--- config.mk ---
export PLATFORM = sky130hd
export DESIGN_NAME = pci_bus_arbiter
export DESIGN_NICKNAME = d
export VERILOG_FILES = /design/src/rtl/pci_pkg.sv /design/src/rtl/pci_rr_picker.sv /design/src/rtl/pci_bus_arbiter.sv
export SDC_FILE = /design/constraint.sdc
export NUM_CORES = 1
export LEC_CHECK = 0
export BUFFER_PORTS_ARGS = -buffer_cell sky130_fd_sc_hd__buf_4
export CAP_MARGIN = 25
export CORE_MARGIN = 2
export CORE_UTILIZATION = 39
export DETAILED_ROUTE_END_ITERATION = 8
export PLACE_DENSITY = 0.59
export REMOVE_ABC_BUFFERS = 1
export SYNTH_ARGS = -nofsm -noshare
export SYNTH_HDL_FRONTEND = slang
export SYNTH_HIERARCHICAL = 1
export SYNTH_SLANG_ARGS = --single-unit
--- constraint.sdc ---
create_clock -name clk -period 10.13 [get_ports clk]
set_clock_uncertainty 0.05 [all_clocks]
set_input_delay 1.5195 -clock clk [delete_from_list [all_inputs] [get_ports clk]]
set_output_delay 1.5195 -clock clk [all_outputs]
set_load 0.01 [all_outputs]
--- src/rtl/pci_pkg.sv ---
// Shared definitions for the PCI bus arbiter: FSM encoding, policy codes,
// bus-phase helper and the device address map used by the surrounding system.
package pci_pkg;

    typedef enum logic [1:0] {
        IDLE  = 2'd0,
        GRANT = 2'd1,
        OWNED = 2'd2,
        TURN  = 2'd3
    } arb_state_e;

    localparam int MODE_FIXED = 0;
    localparam int MODE_RR    = 1;

    // Grant-to-FRAME timer width; TIMEOUT never exceeds 255.
    localparam int TIMER_W = 8;

    localparam logic [31:0] DEVICE_0_ADDRESS = 32'h0000_1000;
    localparam logic [31:0] DEVICE_1_ADDRESS = 32'h0000_2000;
    localparam logic [31:0] DEVICE_2_ADDRESS = 32'h0000_3000;
    localparam logic [31:0] DEVICE_3_ADDRESS = 32'h0000_4000;
    localparam logic [31:0] DEVICE_4_ADDRESS = 32'h0000_5000;

    // FRAME# and IRDY# both deasserted: no transaction is in flight.
    function automatic logic bus_idle(input logic frame, input logic irdy);
        return frame & irdy;
    endfunction

    function automatic int wrap_inc(input int idx, input int n);
        return (idx + 1 >= n) ? 0 : idx + 1;
    endfunction

endpackage

--- src/rtl/pci_rr_picker.sv ---
// Combinational winner selection over active-low requests: a rotating search
// starting at ptr (round-robin) or at index 0 (fixed priority).
module pci_rr_picker #(
    parameter int  N_REQ = 5,
    localparam int IDXW  = $clog2(N_REQ)
) (
    input  logic [N_REQ-1:0] req_n,
    input  logic [IDXW-1:0]  ptr,
    input  logic             mode,
    output logic [IDXW-1:0]  winner,
    output logic             any
);

    localparam int SW = IDXW + 1;

    logic [IDXW-1:0]  base;
    logic [IDXW-1:0]  cand_idx [N_REQ];
    logic [N_REQ-1:0] cand_hit;

    // Fixed priority is simply a rotation that always starts at zero.
    assign base = mode ? ptr : '0;

    for (genvar gi = 0; gi < N_REQ; gi++) begin : g_cand
        logic [SW-1:0] sum;
        assign sum          = {1'b0, base} + SW'(gi);
        assign cand_idx[gi] = (sum >= SW'(N_REQ)) ? IDXW'(sum - SW'(N_REQ)) : sum[IDXW-1:0];
        assign cand_hit[gi] = ~req_n[cand_idx[gi]];
    end

    always_comb begin
        winner = '0;
        for (int k = N_REQ - 1; k >= 0; k--) begin
            if (cand_hit[k]) begin
                winner = cand_idx[k];
            end
        end
    end

    assign any = |cand_hit;

endmodule

--- src/rtl/pci_bus_arbiter.sv ---
// Central PCI bus arbiter: one-cold active-low grants with fixed or round-robin
// policy, bus parking, grant-to-FRAME timeout and a turnaround cycle between owners.
module pci_bus_arbiter
    import pci_pkg::*;
#(
    parameter int  N_REQ    = 5,
    parameter int  MODE     = 1,
    parameter int  PARK_EN  = 1,
    parameter int  PARK_IDX = 0,
    parameter int  TIMEOUT  = 16,
    localparam int IDXW     = $clog2(N_REQ)
) (
    input  logic             clk,
    input  logic             RST,
    input  logic [N_REQ-1:0] REQ,
    input  logic             FRAME,
    input  logic             IRDY,
    output logic [N_REQ-1:0] GNT,
    output logic [IDXW-1:0]  OWNER,
    output logic             OWNER_VLD,
    output logic             TMO_ERR
);

    localparam logic [N_REQ-1:0]   ALL_HIGH   = '1;
    localparam logic [IDXW-1:0]    PARK_OWNER = IDXW'(PARK_IDX);
    localparam logic [TIMER_W-1:0] TMO_LAST   = TIMER_W'(TIMEOUT - 1);

    function automatic logic [N_REQ-1:0] grant_vec(input logic [IDXW-1:0] idx);
        return ~(N_REQ'(1) << idx);
    endfunction

    arb_state_e         state_reg;
    logic [N_REQ-1:0]   gnt_reg;
    logic [IDXW-1:0]    owner_reg;
    logic               owner_vld_reg;
    logic               tmo_err_reg;
    logic [IDXW-1:0]    rr_ptr_reg;
    logic [TIMER_W-1:0] timer_reg;

    logic [IDXW-1:0]    pick_winner;
    logic               pick_any;
    logic [IDXW-1:0]    owner_inc;

    arb_state_e         arb_state_next;
    logic [N_REQ-1:0]   arb_gnt_next;
    logic [IDXW-1:0]    arb_owner_next;
    logic               arb_vld_next;

    pci_rr_picker #(
        .N_REQ (N_REQ)
    ) u_picker (
        .req_n  (REQ),
        .ptr    (rr_ptr_reg),
        .mode   (MODE == MODE_RR),
        .winner (pick_winner),
        .any    (pick_any)
    );

    assign owner_inc = IDXW'(wrap_inc(int'(owner_reg), N_REQ));

    // Outcome of an arbitration pass; TURN applies it directly on exit so the
    // bus sees exactly one all-high grant cycle between owners.
    always_comb begin
        arb_state_next = IDLE;
        arb_gnt_next   = ALL_HIGH;
        arb_owner_next = owner_reg;
        arb_vld_next   = 1'b0;
        if (pick_any) begin
            arb_state_next = GRANT;
            arb_gnt_next   = grant_vec(pick_winner);
            arb_owner_next = pick_winner;
            arb_vld_next   = 1'b1;
        end else if (PARK_EN != 0) begin
            arb_gnt_next   = grant_vec(PARK_OWNER);
            arb_owner_next = PARK_OWNER;
            arb_vld_next   = 1'b1;
        end
    end

    always_ff @(posedge clk) begin
        if (!RST) begin
            state_reg     <= IDLE;
            gnt_reg       <= ALL_HIGH;
            owner_reg     <= PARK_OWNER;
            owner_vld_reg <= 1'b0;
            tmo_err_reg   <= 1'b0;
            rr_ptr_reg    <= '0;
            timer_reg     <= '0;
        end else begin
            tmo_err_reg <= 1'b0;
            unique case (state_reg)
                IDLE: begin
                    // A parked master may start without requesting.
                    if (owner_vld_reg && !FRAME) begin
                        state_reg <= OWNED;
                    end else begin
                        state_reg     <= arb_state_next;
                        gnt_reg       <= arb_gnt_next;
                        owner_reg     <= arb_owner_next;
                        owner_vld_reg <= arb_vld_next;
                        timer_reg     <= '0;
                    end
                end
                GRANT: begin
                    if (!FRAME) begin
                        state_reg <= OWNED;
                        if (MODE == MODE_RR) begin
                            rr_ptr_reg <= owner_inc;
                        end
                    end else if (REQ[owner_reg]) begin
                        state_reg     <= TURN;
                        gnt_reg       <= ALL_HIGH;
                        owner_vld_reg <= 1'b0;
                    end else if (timer_reg == TMO_LAST) begin
                        state_reg     <= TURN;
                        gnt_reg       <= ALL_HIGH;
                        owner_vld_reg <= 1'b0;
                        tmo_err_reg   <= 1'b1;
                        rr_ptr_reg    <= owner_inc;
                    end else if (timer_reg != '1) begin
                        timer_reg <= timer_reg + TIMER_W'(1);
                    end
                end
                OWNED: begin
                    if (bus_idle(FRAME, IRDY)) begin
                        state_reg     <= TURN;
                        gnt_reg       <= ALL_HIGH;
                        owner_vld_reg <= 1'b0;
                    end
                end
                TURN: begin
                    state_reg     <= arb_state_next;
                    gnt_reg       <= arb_gnt_next;
                    owner_reg     <= arb_owner_next;
                    owner_vld_reg <= arb_vld_next;
                    timer_reg     <= '0;
                end
            endcase
        end
    end

    assign GNT       = gnt_reg;
    assign OWNER     = owner_reg;
    assign OWNER_VLD = owner_vld_reg;
    assign TMO_ERR   = tmo_err_reg;

endmodule

==> results.toml, run 1 <==
[floorplanning]
die_w_um = 84.3
ioPinCount = 19
coreArea_mm2 = 0.00631
rows = 29
die_area_mm2 = 0.00711
die_h_um = 84.3
start_util_pct = 39.9

[timing]
slew_headroom_pct = 55.4
worst_pin_slew_ps = 662
finalSetupViolations = 0
slew_viol_final = 0
rsz0062_at_grt = "no"
finalHoldViolations = 0
setup_tns_ps = 0
period_needed_ps = 4060
timing.final.crit_share_pct = 40.1
clock.fmax_mhz = 246

[clock_network]
cts_resized = 0
cts-hold-fix-buffers = 0
clock_sinks = 23
cts_tree = "yes"
cts_setup_buffers = 0
clk_latency_ps = 270
h-tree-depth = 1
cts_buffer_depth = 2
cts-root-buf = "clkbuf_8"
numCtsBuffers = 3
path_clk_slew_ps = 90

[worst_setup_path]
cp_data_required_time_ps = 10240
endpoint_kind = "flop"
r2r-end = "GNT[3]$_SDFFE_PN1P_"
path_cells = "nand2_2 -> inv_2 -> ha_1 -> nand2_1 -> a2bb2oi_2 -> mux2_1 -> mux2_2 -> o211ai_1 -> a21oi_1 -> o22a_1 -> nor4b_1 -> nand4_1 -> o32a_2"
cp.arrival_ps = 4160
crit_type = "reg -> reg"
rrSetupSlack_ps = 6070
ff2ff_path_depth = 13
worstReg2RegStart = "rr_ptr_reg[0]$_SDFFE_PN0P_"
start_kind = "flop"
path_max_fanout = 16
critical-path-top-delay-family = "compound AO/OA/AOI/OAI gates"
slowest_stage = "dfxtp_1"
max_stage_delay_ps = 670
path_buf_inv = 1

[power_and_ir_drop]
ir_worst_vdd_mv = 0.152
p_leak_nw = 1.09
p_per_area_mw_per_mm2 = 172

[status]
status = "finished, final reports clean"

[detailed_routing]
drt_first_pass_iters = 6
vias = 2567
vias_per_cell = 6.22
ant_nets = 0
drc_errors = 0
wl_um = 6780
drt_iter0_markers = 308
wl_per_cell_um = 16.4

[flow_run]
maxCapViolations = 0

[place]
io_buffers = 18
dp_hpwl_um = 5080
place.gp.congestion = 0.932

[logic_synthesis]
yosysWarnings = 6
async_reset_ff_share_pct = 0
seq_area_frac_synth_pct = 18.3
syn_inst = 323
ys.flop_type = "dfxtp_1"
syn_avg_cell_area_um2 = 7.79
yosysUniqueCellTypes = 80
synth_top_area_share_pct = 18.3
synth_edf_count = 0
yosys-top-cells-area = "dfxtp_1 (18%), ha_1 (8.0%), mux2i_1 (5.2%)"
ys_seq_elements = 23
yosysTopAreaCell = "dfxtp_1"
syn-cell-area_mm2 = 0.00252

[global_route]
grt_pass1_wl_um = 11600
antenna_found_initial = 0
grt_pass1_vias = 2405
grt_max_degree = 19
grt.overflow.total = 0
grt_usage_pct = 19.4

[finish]
nFillCells = 687
drive_above_1_share_pct = 13.4
diodes = 0
syn2layout_area_growth_pct = 8.50
fin_nets = 362
largest_reg_flops = 8
utilization_pct = 43.3

[min_path]
hold_depth = 1
hold_path.class = "reg -> reg"
hold_path_startpoint = "timer_reg[0]$_SDFFE_PN0P_"
min_to = "timer_reg[0]$_SDFFE_PN0P_"
[cell usage after synthesis (3+ instances only)]
cell / instances
and3b_1: 3
a21oi_1: 18
mux2_1: 4
xnor2_1: 3
ha_1: 16
buf_2: 4
o31ai_1: 3
nor3_1: 7
o21ai_0: 22
mux2i_1: 13
o21a_1: 4
nor4_1: 3
a31oi_1: 9
or3_1: 3
nand2_1: 26
nand4_1: 4
inv_2: 3
inv_1: 11
a211oi_1: 6
a21boi_0: 5
o211ai_1: 3
and3_1: 5
nand3_1: 13
nand3b_1: 3
dfxtp_1: 23
o22ai_1: 7
clkbuf_1: 3
nand4b_1: 4
nand2b_1: 4
o22a_1: 3
and2_1: 3
nor2_1: 22
[stage by stage]
step | cells | hold slack [ps] | total power [mW] | setup WS [ps] | instance area (um^2)
6_report | 413 | 450 | 0.470 | 6070 | 2730
5_1_grt | 413 | 467 | 0.510 | 5640 | 2730
4_1_cts | 413 | 450 | 0.469 | 6100 | 2730
3_5_place_dp | 409 | 426 | 0.408 | 5910 | 2690
3_3_place_gp | 409 | 415 | 0.406 | 6050 | 2690
2_1_floorplan | 314 | 398 | 0.334 | 6410 | 2450
[routing by layer]
layer	GRT usage, %	vias up	routed length [um]
li1	-	1258	-
met1	27.9	1208	3330
met2	31.4	94	3010
met3	1.67	7	370
met4	5.05	0	71
met5	0	-	0
[report_power, final]
| part | total, mW | leakage [nW] | switching, mW | internal, mW |
|---|---|---|---|---|
| registers | 0.128 | 0.187 | 0.0225 | 0.106 |
| logic | 0.283 | 0.883 | 0.168 | 0.114 |
| clock network | 0.0592 | 0.0228 | 0.0311 | 0.0281 |
[worst max-delay path by stage]
| stage | from | end | slack [ps] | cells past startpoint |
|---|---|---|---|---|
| after detailed placement | REQ[1] | GNT[0]$_SDFFE_PN1P_ | 5910 | 10 |
| final | rr_ptr_reg[0]$_SDFFE_PN0P_ | GNT[3]$_SDFFE_PN1P_ | 6070 | 13 |
| after global routing | rr_ptr_reg[0]$_SDFFE_PN0P_ | GNT[3]$_SDFFE_PN1P_ | 5640 | 13 |
| after global placement | REQ[1] | GNT[0]$_SDFFE_PN1P_ | 6050 | 10 |
| after floorplan | REQ[1] | GNT[0]$_SDFFE_PN1P_ | 6410 | 9 |
| after CTS | rr_ptr_reg[2]$_SDFFE_PN0P_ | GNT[3]$_SDFFE_PN1P_ | 6100 | 12 |
[layout make-up]
cell class	instances	area, um^2	share of cell area [%]
well taps	77	96.3	3.53
inverters	15	58.8	2.15
flip-flops and latches	23	460	16.9
multi-input cells	276	1940	70.9
repair buffers	18	135	4.95
clock buffers	4	45.0	1.65
[cells in the final DEF, fill, tap and decap left out, types with 3 or more instances in the layout]
cell | synthesis | final
nand2_1 | 26 | 26
dfxtp_1 | 23 | 23
nor2_1 | 22 | 22
o21ai_0 | 22 | 22
a21oi_1 | 18 | 18
buf_4 | 2 | 18
ha_1 | 16 | 16
mux2i_1 | 13 | 13
nand3_1 | 13 | 13
inv_1 | 11 | 11
a31oi_1 | 9 | 9
nor3_1 | 7 | 7
o22ai_1 | 7 | 7
a211oi_1 | 6 | 6
a21boi_0 | 5 | 5
and3_1 | 5 | 5
o21a_1 | 4 | 4
nand4b_1 | 4 | 4
nand4_1 | 4 | 4
conb_1 | 1 | 4
nand2b_1 | 4 | 4
mux2_1 | 4 | 4
nand3b_1 | 3 | 3
o211ai_1 | 3 | 3
or3_1 | 3 | 3
and3b_1 | 3 | 3
and2_1 | 3 | 3
nor4_1 | 3 | 3
clkbuf_8 | 0 | 3
inv_2 | 3 | 3
xnor2_1 | 3 | 3
o31ai_1 | 3 | 3
o22a_1 | 3 | 3
[kinds of logic after synthesis]
group                    Yosys count  synth area share [%]
AND/OR/NAND/NOR                  123                  27.5
AO/OA/AOI/OAI                    110                  31.6
buffers and inverters             27                  5.27
flip-flops                        23                  18.3
multiplexers                      19                  7.85
adder cells (fa/ha/maj)           16                  7.95
XOR/XNOR                           4                  1.39
other                              1                 0.149
No activity file was read; power rests on OpenSTA's default activity.
==> run 2: changes to the inputs <==
PLACE_DENSITY = 0.61   (was 0.59)
clock period = 3.3 ns   (was 10.13 ns; I/O delays follow)
==> results.toml, run 2 (synthesis gave the netlist of run 1 again) <==
[status]
status = "finished, final reports clean"

[clock_network]
cts-hold-fix-buffers = 0
numCtsBuffers = 3
h-tree-depth = 1
cts-root-buf = "clkbuf_8"
path_clk_slew_ps = 90
cts_buffer_depth = 2
clk_latency_ps = 270
cts_tree = "yes"
clock_sinks = 23

[place]
io_buffers = 18
dp_hpwl_um = 5400
placed_area_mm2 = 0.00284
place_ws_ps = -85.1
place.gp.congestion = 0.853

[worst_setup_path]
r2r-end = "GNT[0]$_SDFFE_PN1P_"
path_cells = "nand2_4 -> inv_2 -> ha_4 -> a21oi_2 -> a2bb2oi_4 -> mux2_1 -> mux2_2 -> o211ai_1 -> a21oi_1 -> o22a_1 -> or3_1 -> a21oi_2 -> and3_1 -> o21ai_0"
worstReg2RegStart = "rr_ptr_reg[1]$_SDFFE_PN0P_"
max_stage_delay_ps = 350
crit_start = "rr_ptr_reg[1]$_SDFFE_PN0P_"
crit_top_cell = "a21oi_2"
endpoint_kind = "flop"
path_max_fanout = 6
rrSetupSlack_ps = 120
slowest_stage = "mux2_1"
ff2ff_path_depth = 14
crit_end = "GNT[0]$_SDFFE_PN1P_"
cp.arrival_ps = 3290
cp_data_required_time_ps = 3410
path_buf_inv = 1
cp.depth = 14
critical-path-top-delay-family = "compound AO/OA/AOI/OAI gates"
crit_type = "reg -> reg"
start_kind = "flop"

[timing]
timing.final.crit_share_pct = 96.4
setup_slack_ps = 119
clock.fmax_mhz = 314
rsz0062_at_grt = "yes"
setup_tns_ps = 0
slew_headroom_pct = 59.1
slew_viol_final = 0
finalSetupViolations = 0
holdWs_ps = 436
period_needed_ps = 3180
finalHoldViolations = 0
worst_pin_slew_ps = 611

[global_route]
antenna_found_initial = 0
grt.overflow.total = 0
grt_max_degree = 18
grt_pass1_wl_um = 11400
grt_pass1_vias = 2365
grt_usage_pct = 19.2

[floorplanning]
rows = 29
die_area_mm2 = 0.00711
start_util_pct = 39.9
coreArea_mm2 = 0.00631
ioPinCount = 19
die_h_um = 84.3
die_w_um = 84.3

[finish]
largest_reg_flops = 8
drive_above_1_share_pct = 24.4
diodes = 0
fin_nets = 383
final_cell_mix = "buf_4 (39), nand2_1 (24), nor2_1 (22)"
layout_commonest_cell = "buf_4"
syn2layout_area_growth_pct = 21.1
design_area_mm2 = 0.00305

[detailed_routing]
wl_um = 7300
vias = 2663
drc_errors = 0
drt_first_pass_iters = 4
ant_nets = 0
drt_iter0_markers = 220
wl_per_cell_um = 16.8
vias_per_cell = 6.14

[power_and_ir_drop]
ir_worst_vdd_mv = 0.458
p_per_area_mw_per_mm2 = 513
p_leak_nw = 1.22

[min_path]
hold_path.class = "in -> reg"

[flow_run]
maxCapViolations = 0
-- run 2: cell types whose count changed in the layout (fill, tap and decap cells not counted), sizes merged --
cell and delta:
buf +21
-- run 2: final cells by class --
| cell class | instances | area [um^2] |
|---|---|---|
| Clock buffer | 4 | 45.0 |
| Fill cell | 630 | 3270 |
| Inverter | 15 | 61.3 |
| Multi-Input combinational cell | 276 | 2090 |
| Sequential cell | 23 | 463 |
| Tap cell | 77 | 96.3 |
| Timing Repair Buffer | 39 | 293 |
-- run 2: metal layers --
| layer | up-vias | global-route usage (%) | wire length (um) |
|---|---|---|---|
| met4 | 0 | 3.32 | 66 |
| met1 | 1281 | 27.6 | 3440 |
| li1 | 1303 | - | - |
| met2 | 71 | 31.7 | 3420 |
| met5 | - | 0 | 0 |
| met3 | 8 | 1.77 | 373 |
-- run 2: how the worst min path moves through the flow --
stage | start | end | slack (ps) | depth (start not counted)
after detailed placement | GNT[3]$_SDFFE_PN1P_ | GNT[3]$_SDFFE_PN1P_ | 440 | 1
after global placement | timer_reg[0]$_SDFFE_PN0P_ | timer_reg[0]$_SDFFE_PN0P_ | 430 | 1
final | RST | GNT[0]$_SDFFE_PN1P_ | 440 | 2
after floorplan | timer_reg[0]$_SDFFE_PN0P_ | timer_reg[0]$_SDFFE_PN0P_ | 400 | 1
after global routing | RST | GNT[0]$_SDFFE_PN1P_ | 450 | 2
after CTS | RST | GNT[0]$_SDFFE_PN1P_ | 430 | 2
-- run 2: power by group --
| group | internal [mW] | switching [mW] | total (mW) |
|---|---|---|---|
| logic | 0.424 | 0.575 | 0.999 |
| registers | 0.326 | 0.0560 | 0.382 |
| clock network | 0.0863 | 0.0974 | 0.184 |
| total | 0.836 | 0.728 | 1.56 |
-- run 2: worst reg2reg max path, stage by stage (launching register included) --
cell,delay [ps]
dfxtp_2,340
nand2_4,130
inv_2,100
ha_4,190
a21oi_2,200
a2bb2oi_4,180
mux2_1,350
mux2_2,270
o211ai_1,180
a21oi_1,90
o22a_1,260
or3_1,340
a21oi_2,140
and3_1,170
o21ai_0,80
-- run 2: stage by stage --
step | power (mW) | utilization, % | std cells
5_1_grt | 1.69 | 48.3 | 434
6_report | 1.56 | 48.3 | 434
3_5_place_dp | 1.32 | 44.9 | 429
2_1_floorplan | 1.02 | - | 314
3_3_place_gp | 1.31 | 44.9 | 429
4_1_cts | 1.51 | 45.8 | 433
-- run 2: repair_timing --
item	in CTS	in global routing
gates resized for setup	2	30
pin swaps	0	8
setup endpoints to repair	5	8
buffers inserted	0	1
